$ cat src/rtl/rv_pkg.sv
// Shared core types: IF/ID bundle, fetch FSM states and the NOP encoding.
// Optional build macro IF_MISALIGN_CHECK_EN uses the IDLE fetch state.
package rv_pkg;

    localparam logic [31:0] NOP_INSTR = 32'h0000_0013;

    typedef enum logic [2:0] {
        FETCH,
        WAIT,
        HOLD,
        KILL,
        IDLE
    } fetch_state_t;

    typedef struct packed {
        logic        valid;
        logic [31:0] pc;
        logic [31:0] pc_plus4;
        logic [31:0] instr;
    } if_id_t;

endpackage

$ cat src/rtl/if_id_reg.sv
// IF/ID pipeline register: flush beats load, load beats hold.
// When neither loaded nor held, the entry drains to a NOP bubble.
module if_id_reg
    import rv_pkg::*;
(
    input  logic   clk,
    input  logic   rst_n,
    input  logic   flush,
    input  logic   load,
    input  logic   hold,
    input  if_id_t d,
    output if_id_t q
);

    always_ff @(posedge clk or negedge rst_n) begin
        if (!rst_n) begin
            q.valid    <= 1'b0;
            q.pc       <= 32'h0;
            q.pc_plus4 <= 32'h0;
            q.instr    <= NOP_INSTR;
        end else if (load && !flush) begin
            q <= d;
        end else if (flush || !hold) begin
            q.valid <= 1'b0;
            q.instr <= NOP_INSTR;
        end
    end

endmodule

$ cat src/rtl/if_stage.sv
// Instruction fetch stage: PC, single-outstanding imem requests, IF/ID feed.
// Build macro IF_MISALIGN_CHECK_EN adds sticky misaligned-redirect detection.
module if_stage
    import rv_pkg::*;
#(
    parameter logic [31:0] RESET_PC = 32'h0000_0000
) (
    input  logic        clk,
    input  logic        rst_n,
    output logic        imem_req_valid,
    output logic [31:0] imem_req_addr,
    input  logic        imem_req_ready,
    input  logic        imem_rsp_valid,
    input  logic [31:0] imem_rsp_data,
    input  logic        stall,
    input  logic        redirect_valid,
    input  logic [31:0] redirect_pc,
    output logic        if_id_valid,
    output logic [31:0] if_id_pc,
    output logic [31:0] if_id_pc_plus4,
    output logic [31:0] if_id_instr
`ifdef IF_MISALIGN_CHECK_EN
    ,
    output logic        if_misalign
`endif
);

    fetch_state_t state, state_nxt;
    logic [31:0] pc, pc_nxt;
    logic [31:0] buf_instr, buf_pc;
    logic        buf_we, load, if_free, outstanding;
    if_id_t      d, q;

    assign imem_req_valid = (state == FETCH);
    assign imem_req_addr  = pc;
    assign if_free        = !stall || !q.valid;

    // A response landing in the redirect cycle retires the outstanding slot.
    assign outstanding = (state == FETCH && imem_req_ready)
                       || ((state == WAIT || state == KILL)
                           && !imem_rsp_valid);

`ifdef IF_MISALIGN_CHECK_EN
    logic misaligned;
    assign misaligned = redirect_valid && (redirect_pc[1:0] != 2'b00);

    always_ff @(posedge clk or negedge rst_n) begin
        if (!rst_n) if_misalign <= 1'b0;
        else if (misaligned) if_misalign <= 1'b1;
    end
`endif

    always_comb begin
        pc_nxt     = pc;
        state_nxt  = state;
        load       = 1'b0;
        buf_we     = 1'b0;
        d.valid    = 1'b1;
        d.pc       = pc;
        d.pc_plus4 = pc + 32'd4;
        d.instr    = imem_rsp_data;
        if (redirect_valid) begin
            state_nxt = outstanding ? KILL : FETCH;
`ifdef IF_MISALIGN_CHECK_EN
            pc_nxt = redirect_pc;
            if (misaligned || state == IDLE) state_nxt = IDLE;
`else
            pc_nxt = redirect_pc & ~32'h3;
`endif
        end else begin
            unique case (state)
                FETCH: if (imem_req_ready) state_nxt = WAIT;
                WAIT: begin
                    if (imem_rsp_valid) begin
                        if (if_free) begin
                            load      = 1'b1;
                            pc_nxt    = pc + 32'd4;
                            state_nxt = FETCH;
                        end else begin
                            buf_we    = 1'b1;
                            state_nxt = HOLD;
                        end
                    end
                end
                HOLD: begin
                    d.pc       = buf_pc;
                    d.pc_plus4 = buf_pc + 32'd4;
                    d.instr    = buf_instr;
                    if (if_free) begin
                        load      = 1'b1;
                        pc_nxt    = buf_pc + 32'd4;
                        state_nxt = FETCH;
                    end
                end
                KILL: if (imem_rsp_valid) state_nxt = FETCH;
                default: state_nxt = state;
            endcase
        end
    end

    always_ff @(posedge clk or negedge rst_n) begin
        if (!rst_n) begin
            state     <= FETCH;
            pc        <= RESET_PC;
            buf_instr <= NOP_INSTR;
            buf_pc    <= 32'h0;
        end else begin
            state <= state_nxt;
            pc    <= pc_nxt;
            if (buf_we) begin
                buf_instr <= imem_rsp_data;
                buf_pc    <= pc;
            end
        end
    end

    if_id_reg u_if_id (
        .clk   (clk),
        .rst_n (rst_n),
        .flush (redirect_valid),
        .load  (load),
        .hold  (stall),
        .d     (d),
        .q     (q)
    );

    assign if_id_valid    = q.valid;
    assign if_id_pc       = q.pc;
    assign if_id_pc_plus4 = q.pc_plus4;
    assign if_id_instr    = q.instr;

endmodule

$ cat config.mk
export PLATFORM = sky130hd
export DESIGN_NAME = if_stage
export DESIGN_NICKNAME = d
export VERILOG_FILES = /design/src/rtl/rv_pkg.sv /design/src/rtl/if_id_reg.sv /design/src/rtl/if_stage.sv
export SDC_FILE = /design/constraint.sdc
export NUM_CORES = 1
export LEC_CHECK = 0
export ABC_AREA = 1
export CAP_MARGIN = 40
export CORE_ASPECT_RATIO = 0.7
export CORE_UTILIZATION = 25
export DETAILED_ROUTE_END_ITERATION = 8
export SKIP_LAST_GASP = 1
export SYNTH_ARGS = -nofsm -noshare
export SYNTH_HDL_FRONTEND = slang
export SYNTH_SLANG_ARGS = --single-unit
export TNS_END_PERCENT = 20
$ cat constraint.sdc
create_clock -name clk -period 2.6 [get_ports clk]
set_clock_uncertainty 0.2 [all_clocks]
set_input_delay 0.52 -clock clk [delete_from_list [all_inputs] [get_ports clk]]
set_output_delay 0.52 -clock clk [all_outputs]
set_load 0.05 [all_outputs]
==> results.py, run 1 <==
metrics = {
    "logic_synthesis": {
        "yosysWarnings": 0,
        "synth_adder_area_share": 0.00729,
        "synth.net_count": 1487,
        "syn_area_um2": 10300,
        "async_reset_ff_frac": 1.00,
        "synth_edf_count": 0,
        "synth_seq_area_share": 0.470,
        "ys.flop_type": "dfrtp_1",
        "synth.distinct_cells": 35,
        "avgSynthCellArea_um2": 7.30,
        "synth_compound_area_frac": 0.150,
        "synthCells": 1411,
        "ys_seq_elements": 193,
        "synth-simple-area-share": 0.281,
        "synth_top_family_by_area": "simple AND/OR/NAND/NOR gates",
        "synthXorXnorAreaFrac": 0.00425,
        "synth.mux.area_fraction": 0,
    },
    "critical_path": {
        "max_stage_delay_ns": 0.87,
        "ff2ff_setup_slack_ns": 0.24,
        "cp_top_family": "buffers and inverters",
        "crit_buf_inv": 1,
        "crit_start": "imem_req_addr[20]$_DFFE_PN0P_",
        "start_kind": "flip-flop",
        "setup.worst_path.end": "imem_req_addr[20]",
        "path_depth": 1,
        "cp.arrival_ns": 1.86,
        "cp_max_fo": 7,
        "reg2reg_to": "u_if_id.q[56]$_DFFE_PN0P_",
        "r2r-start": "imem_req_addr[20]$_DFFE_PN0P_",
        "path_cells": "clkdlybuf4s50_1",
        "path_class": "reg -> out",
        "cp.required_ns": 1.88,
        "crit_path_end_kind": "output port",
        "slowest_stage": "clkdlybuf4s50_1",
        "rr_worst_depth": 11,
    },
    "cells_and_area": {
        "layout-drive-gt1-share": 0.0746,
        "final_cell_mix": "nand2_1 (455), clkdlybuf4s50_1 (189), dfrtp_1 (187), inv_1 (143), o21ai_0 (129)",
        "fill_cells": 4293,
        "nets": 1671,
        "postLayoutCoreUtil": 0.340,
        "area_growth_syn_to_layout_pct": 32.3,
        "design_area_um2": 13600,
        "layout_commonest_cell": "nand2_1",
        "final_cells": 2144,
    },
    "placed_design": {
        "dpl.cell_count": 2110,
        "dpl_cell_area_um2": 13000,
        "gp_congestion": 0.912,
        "numPortBuffers": 197,
        "hpwl_um": 27500,
    },
    "clocking": {
        "clk_path_buf_depth": 2,
        "post_cts_buffers": 0,
        "h-tree-depth": 4,
        "clk_latency_ns": 0.46,
        "root_buffer": "clkbuf_16",
        "clk_pin_slew_ns": 0.08,
        "cts_tree": "built",
        "cts_buffers": 17,
        "cts.sinks": 193,
    },
    "drt": {
        "num_vias": 10000,
        "remaining_drc_errors": 0,
        "drt-wirelength-per-cell_um": 17.0,
        "routed_wl_um": 36400,
        "drtAntennaViolNets": 0,
        "drtIter0Drc": 843,
        "dr.pass1.iters": 6,
        "post_drt_via_cell_ratio": 4.68,
    },
    "global_route": {
        "grt_first_pass_wirelength_um": 56100,
        "grt_pass1_vias": 9588,
        "grt_max_degree": 73,
        "grt_usage": 0.176,
        "antenna_found_initial": 1,
        "gr-total-overflow": 0,
    },
    "power_and_ir_drop": {
        "seq_power_share": 0.313,
        "power_mw": 16.7,
        "p_comb_frac": 0.522,
        "power.leakage_nw": 6.22,
        "p_int_mw": 8.33,
        "cellPowerDensity_nw_per_um2": 1220,
        "power_switching_mw": 8.34,
        "clkPwrFrac": 0.165,
        "irDropWorstVdd_mv": 0.701,
        "switching_share": 0.500,
    },
    "sta": {
        "setup_viol": 0,
        "drv_slew": 0,
        "period_minus_slack_ns": 2.58,
        "timing_hold_violations_final": 0,
        "tns_ns": 0,
        "worst_slew_pin_slew_ns": 0.590,
        "period_share": 0.991,
        "rsz0062_at_grt": "true",
        "relSlewSlack": 0.605,
        "max_freq_mhz": 388,
    },
    "floorplan": {
        "boundaryPins": 200,
        "fp.dieH_um": 172,
        "rows": 61,
        "die_w_um": 245,
        "coreArea_um2": 40100,
        "start_util": 0.257,
        "dieArea_um2": 42000,
    },
    "worst_hold_path": {
        "hold_path_depth": 2,
        "min_path_type": "reg -> reg",
    },
    "run_status": {
        "status": "finished, final reports clean",
    },
    "run": {
        "max_cap_viol_count": 0,
    },
}
-- worst min path at each step --
stage,start,to,slack (ns)
2_1_floorplan,rst_n,buf_instr[10]$_DFFE_PN0P_,0.02
6_report,buf_instr[4]$_DFFE_PN1P_,buf_instr[4]$_DFFE_PN1P_,0.27
5_1_grt,buf_instr[0]$_DFFE_PN1P_,buf_instr[0]$_DFFE_PN1P_,0.30
3_5_place_dp,buf_instr[4]$_DFFE_PN1P_,buf_instr[4]$_DFFE_PN1P_,0.26
4_1_cts,buf_instr[4]$_DFFE_PN1P_,buf_instr[4]$_DFFE_PN1P_,0.28
3_3_place_gp,buf_instr[1]$_DFFE_PN1P_,buf_instr[1]$_DFFE_PN1P_,0.26
-- what timing repair did --
| item | in CTS | in global routing |
|---|---|---|
| endpoints found under the hold margin | 37 | 0 |
| endpoints found under the setup margin | 4 | 14 |
| hold buffers | 1 | 0 |
| resized for setup | 1 | 2 |
| gates cloned | 0 | 0 |
-- metrics by stage --
step	hold slack (ns)	worst slack, ns
detailed placement	0.264	0.189
finish	0.275	0.0222
CTS	0.276	-0.0131
global route	0.299	-0.0479
floorplan	0.0244	0.418
global placement	0.261	0.209
-- sequential cells by signal, indices dropped and copies added, names as in the netlist --
| name | flops |
|---|---|
| buf_instr | 32 |
| buf_pc | 32 |
| imem_req_addr | 32 |
| state | 2 |
| u_if_id.q | 95 |
-- cell type report --
class,instances,area [um2],share of cell area
diodes,1,2.50,0.000184
clock buffers,19,453,0.0332
clock inverters,13,148,0.0108
inverters,151,569,0.0418
multi-input cells,999,4560,0.335
flip-flops and latches,193,4840,0.355
well taps,535,669,0.0491
repair buffers,233,2390,0.175
-- power groups by stage --
stage,logic (mW),registers (mW),clock network (mW)
after CTS,8.76,5.22,2.84
after global placement,8.66,5.23,0
after global routing,9.40,5.40,2.94
after detailed placement,8.73,5.27,0
after floorplan,3.13,7.61,0
final,8.70,5.22,2.75
-- cell usage after synthesis (8+ instances only) --
master      n  area share
nand2_1   456        0.17
dfrtp_1   187        0.45
inv_1     143       0.052
o21ai_0   129       0.063
nand3_1   120       0.058
o21ai_1    94       0.046
nor2_1     89       0.032
clkbuf_1   35       0.013
a21oi_1    34       0.017
buf_2      19      0.0092
a21oi_2    10      0.0085
nor2_2     10      0.0061
inv_2       8      0.0029
o22ai_1     8      0.0049
-- cells by family (layout without fill, tap and decap cells) --
family | after synthesis | after routing
AO/OA/AOI/OAI | 291 | 291
XOR/XNOR | 5 | 5
adder cells (fa/ha/maj) | 6 | 6
buffers and inverters | 219 | 416
flip-flops | 193 | 193
other | 0 | 1
AND/OR/NAND/NOR | 697 | 697
-- layer usage --
metal | track usage | up-vias | routed length, um
met5 | 0 | - | 0
met4 | 0.0530 | 0 | 760
met3 | 0.0490 | 38 | 2930
met2 | 0.253 | 355 | 15100
met1 | 0.254 | 4763 | 17600
li1 | - | 4882 | -
(Power assumes the default switching activity.)
==> run 2, diff against run 1 <==
--- a/config.mk
+++ b/config.mk
@@ -6,8 +6,8 @@
 export NUM_CORES = 1
 export LEC_CHECK = 0
 export ABC_AREA = 1
-export CAP_MARGIN = 40
 export CORE_ASPECT_RATIO = 0.7
+export CORE_MARGIN = 4
 export CORE_UTILIZATION = 25
 export DETAILED_ROUTE_END_ITERATION = 8
 export SKIP_LAST_GASP = 1
==> results.py, run 2 (synthesis results as in run 1) <==
metrics = {
    "critical_path": {
        "cp_max_fo": 7,
        "max_stage_delay_ns": 0.88,
        "path_cells": "clkdlybuf4s50_1",
        "path_depth": 1,
        "cp.required_ns": 1.88,
        "start_kind": "flip-flop",
        "crit_path_end_kind": "output port",
        "rr_worst_depth": 9,
        "cp_top_family": "buffers and inverters",
        "cp.arrival_ns": 1.85,
        "crit_buf_inv": 1,
        "path_class": "reg -> out",
        "slowest_stage": "clkdlybuf4s50_1",
    },
    "power_and_ir_drop": {
        "irDropWorstVdd_mv": 0.695,
        "power.leakage_nw": 6.23,
        "cellPowerDensity_nw_per_um2": 1220,
        "power_mw": 16.7,
    },
    "drt": {
        "routed_wl_um": 36000,
        "remaining_drc_errors": 0,
        "topRoutingLayerUsed": "met4",
        "wl_met2_um": 15600,
        "m1WireLength_um": 17400,
        "drtAntennaViolNets": 0,
        "wl_met3_um": 2600,
        "drtIter0Drc": 873,
        "num_vias": 10000,
        "dr.pass1.iters": 6,
        "post_drt_via_cell_ratio": 4.66,
        "drt-wirelength-per-cell_um": 16.8,
    },
    "clocking": {
        "cts_tree": "built",
        "clk_path_buf_depth": 2,
        "h-tree-depth": 4,
        "clk_pin_slew_ns": 0.07,
        "root_buffer": "clkbuf_16",
        "cts.sinks": 193,
        "post_cts_buffers": 0,
        "cts_buffers": 17,
        "clk_latency_ns": 0.45,
    },
    "floorplan": {
        "start_util": 0.256,
        "die_w_um": 251,
        "coreArea_um2": 40200,
        "dieArea_um2": 44600,
        "rows": 61,
        "boundaryPins": 200,
        "fp.dieH_um": 178,
    },
    "sta": {
        "period_minus_slack_ns": 2.57,
        "rsz0062_at_grt": "true",
        "period_share": 0.988,
        "setup_ws_ns": 0.0317,
        "drv_slew": 0,
        "timing_hold_violations_final": 0,
        "relSlewSlack": 0.603,
        "timing.hold.ws_ns": 0.276,
        "setup_viol": 0,
        "max_freq_mhz": 389,
        "worst_slew_pin_slew_ns": 0.594,
        "tns_ns": 0,
    },
    "placed_design": {
        "dpl_worst_slack_ns": 0.173,
        "numPortBuffers": 197,
        "hpwl_um": 27300,
        "gp_congestion": 0.913,
    },
    "cells_and_area": {
        "layout-drive-gt1-share": 0.0782,
        "layout_commonest_cell": "nand2_1",
        "nets": 1675,
        "multiInputGateArea_um2": 4560,
        "fill_cells": 4202,
        "postLayoutCoreUtil": 0.340,
        "final_cell_mix": "nand2_1 (455), clkdlybuf4s50_1 (189), dfrtp_1 (187), inv_1 (143), o21ai_0 (129)",
        "regMostFlops": "u_if_id.q",
        "area_growth_syn_to_layout_pct": 32.6,
        "largest_reg_flops": 95,
        "ff_latch_area_um2": 4840,
    },
    "global_route": {
        "grt_max_degree": 73,
        "grt_first_pass_wirelength_um": 55800,
        "grt_usage": 0.161,
        "gr-total-overflow": 0,
        "antenna_found_initial": 1,
        "grt_pass1_vias": 9427,
    },
    "run_status": {
        "status": "finished, final reports clean",
    },
    "worst_hold_path": {
        "min_path_type": "reg -> reg",
        "hold_path_depth": 2,
    },
    "run": {
        "max_cap_viol_count": 0,
    },
}
run 2: cell count changes in the layout (fill, tap and decap cells not counted), sizes merged:
cell	delta
clkbuf	-1
dlymetal6s2s	-1
buf	+6
inv	+1
dlygate4sd2	-1
run 2: worst register-to-register path, delay by kind of cell (launching register included):
| family | cells | cell delay [ns] |
|---|---|---|
| compound gates | 2 | 0.24 |
| flops | 1 | 0.41 |
| buf+inv | 5 | 0.89 |
| fa+ha+maj | 1 | 0.37 |
| simple gates | 1 | 0.16 |
run 2: layout make-up:
type,count,area share
inverters,151,0.0417
multi-input cells,999,0.334
repair buffers,237,0.178
well taps,535,0.0490
flip-flops and latches,193,0.354
diodes,1,0.000183
clock buffers,18,0.0321
clock inverters,14,0.0104
run 2: path summary, 6_finish.rpt:
kind                       slack, ns                        end                          from
min                             0.28   buf_instr[4]$_DFFE_PN1P_      buf_instr[4]$_DFFE_PN1P_
max                             0.03           imem_req_addr[5]  imem_req_addr[5]$_DFFE_PN0P_
min in group asynchronous       0.37  u_if_id.q[35]$_DFFE_PN0P_                         rst_n
max in group asynchronous       1.11  u_if_id.q[36]$_DFFE_PN0P_                         rst_n
min reg2reg                     0.28   buf_instr[4]$_DFFE_PN1P_      buf_instr[4]$_DFFE_PN1P_
max reg2reg                     0.27   u_if_id.q[1]$_DFFE_PN1P_          state[0]$_DFFE_PN0P_
run 2: repair_timing:
action,CTS,global route
setup endpoints to repair,0,8
hold buffers,1,0
endpoints found under the hold margin,37,0
resized for setup,0,1
run 2: through the flow:
step,cells,instance area (um2)
after floorplan,1411,10300
after global placement,2114,13100
after detailed placement,2114,13100
after CTS,2147,13700
after global routing,2148,13700
final,2148,13700
run 2: where the power goes:
part / switching, mW / internal [mW] / total, mW
combinational: 5.96 / 2.85 / 8.81
sequential: 1.04 / 4.14 / 5.18
clock: 1.31 / 1.38 / 2.69
run 2: metal layers:
layer  GRT usage  up-vias
met3      0.0428       20
met2       0.237      293
met5           0        -
met4      0.0300        0
met1       0.238     4784
li1            -     4905
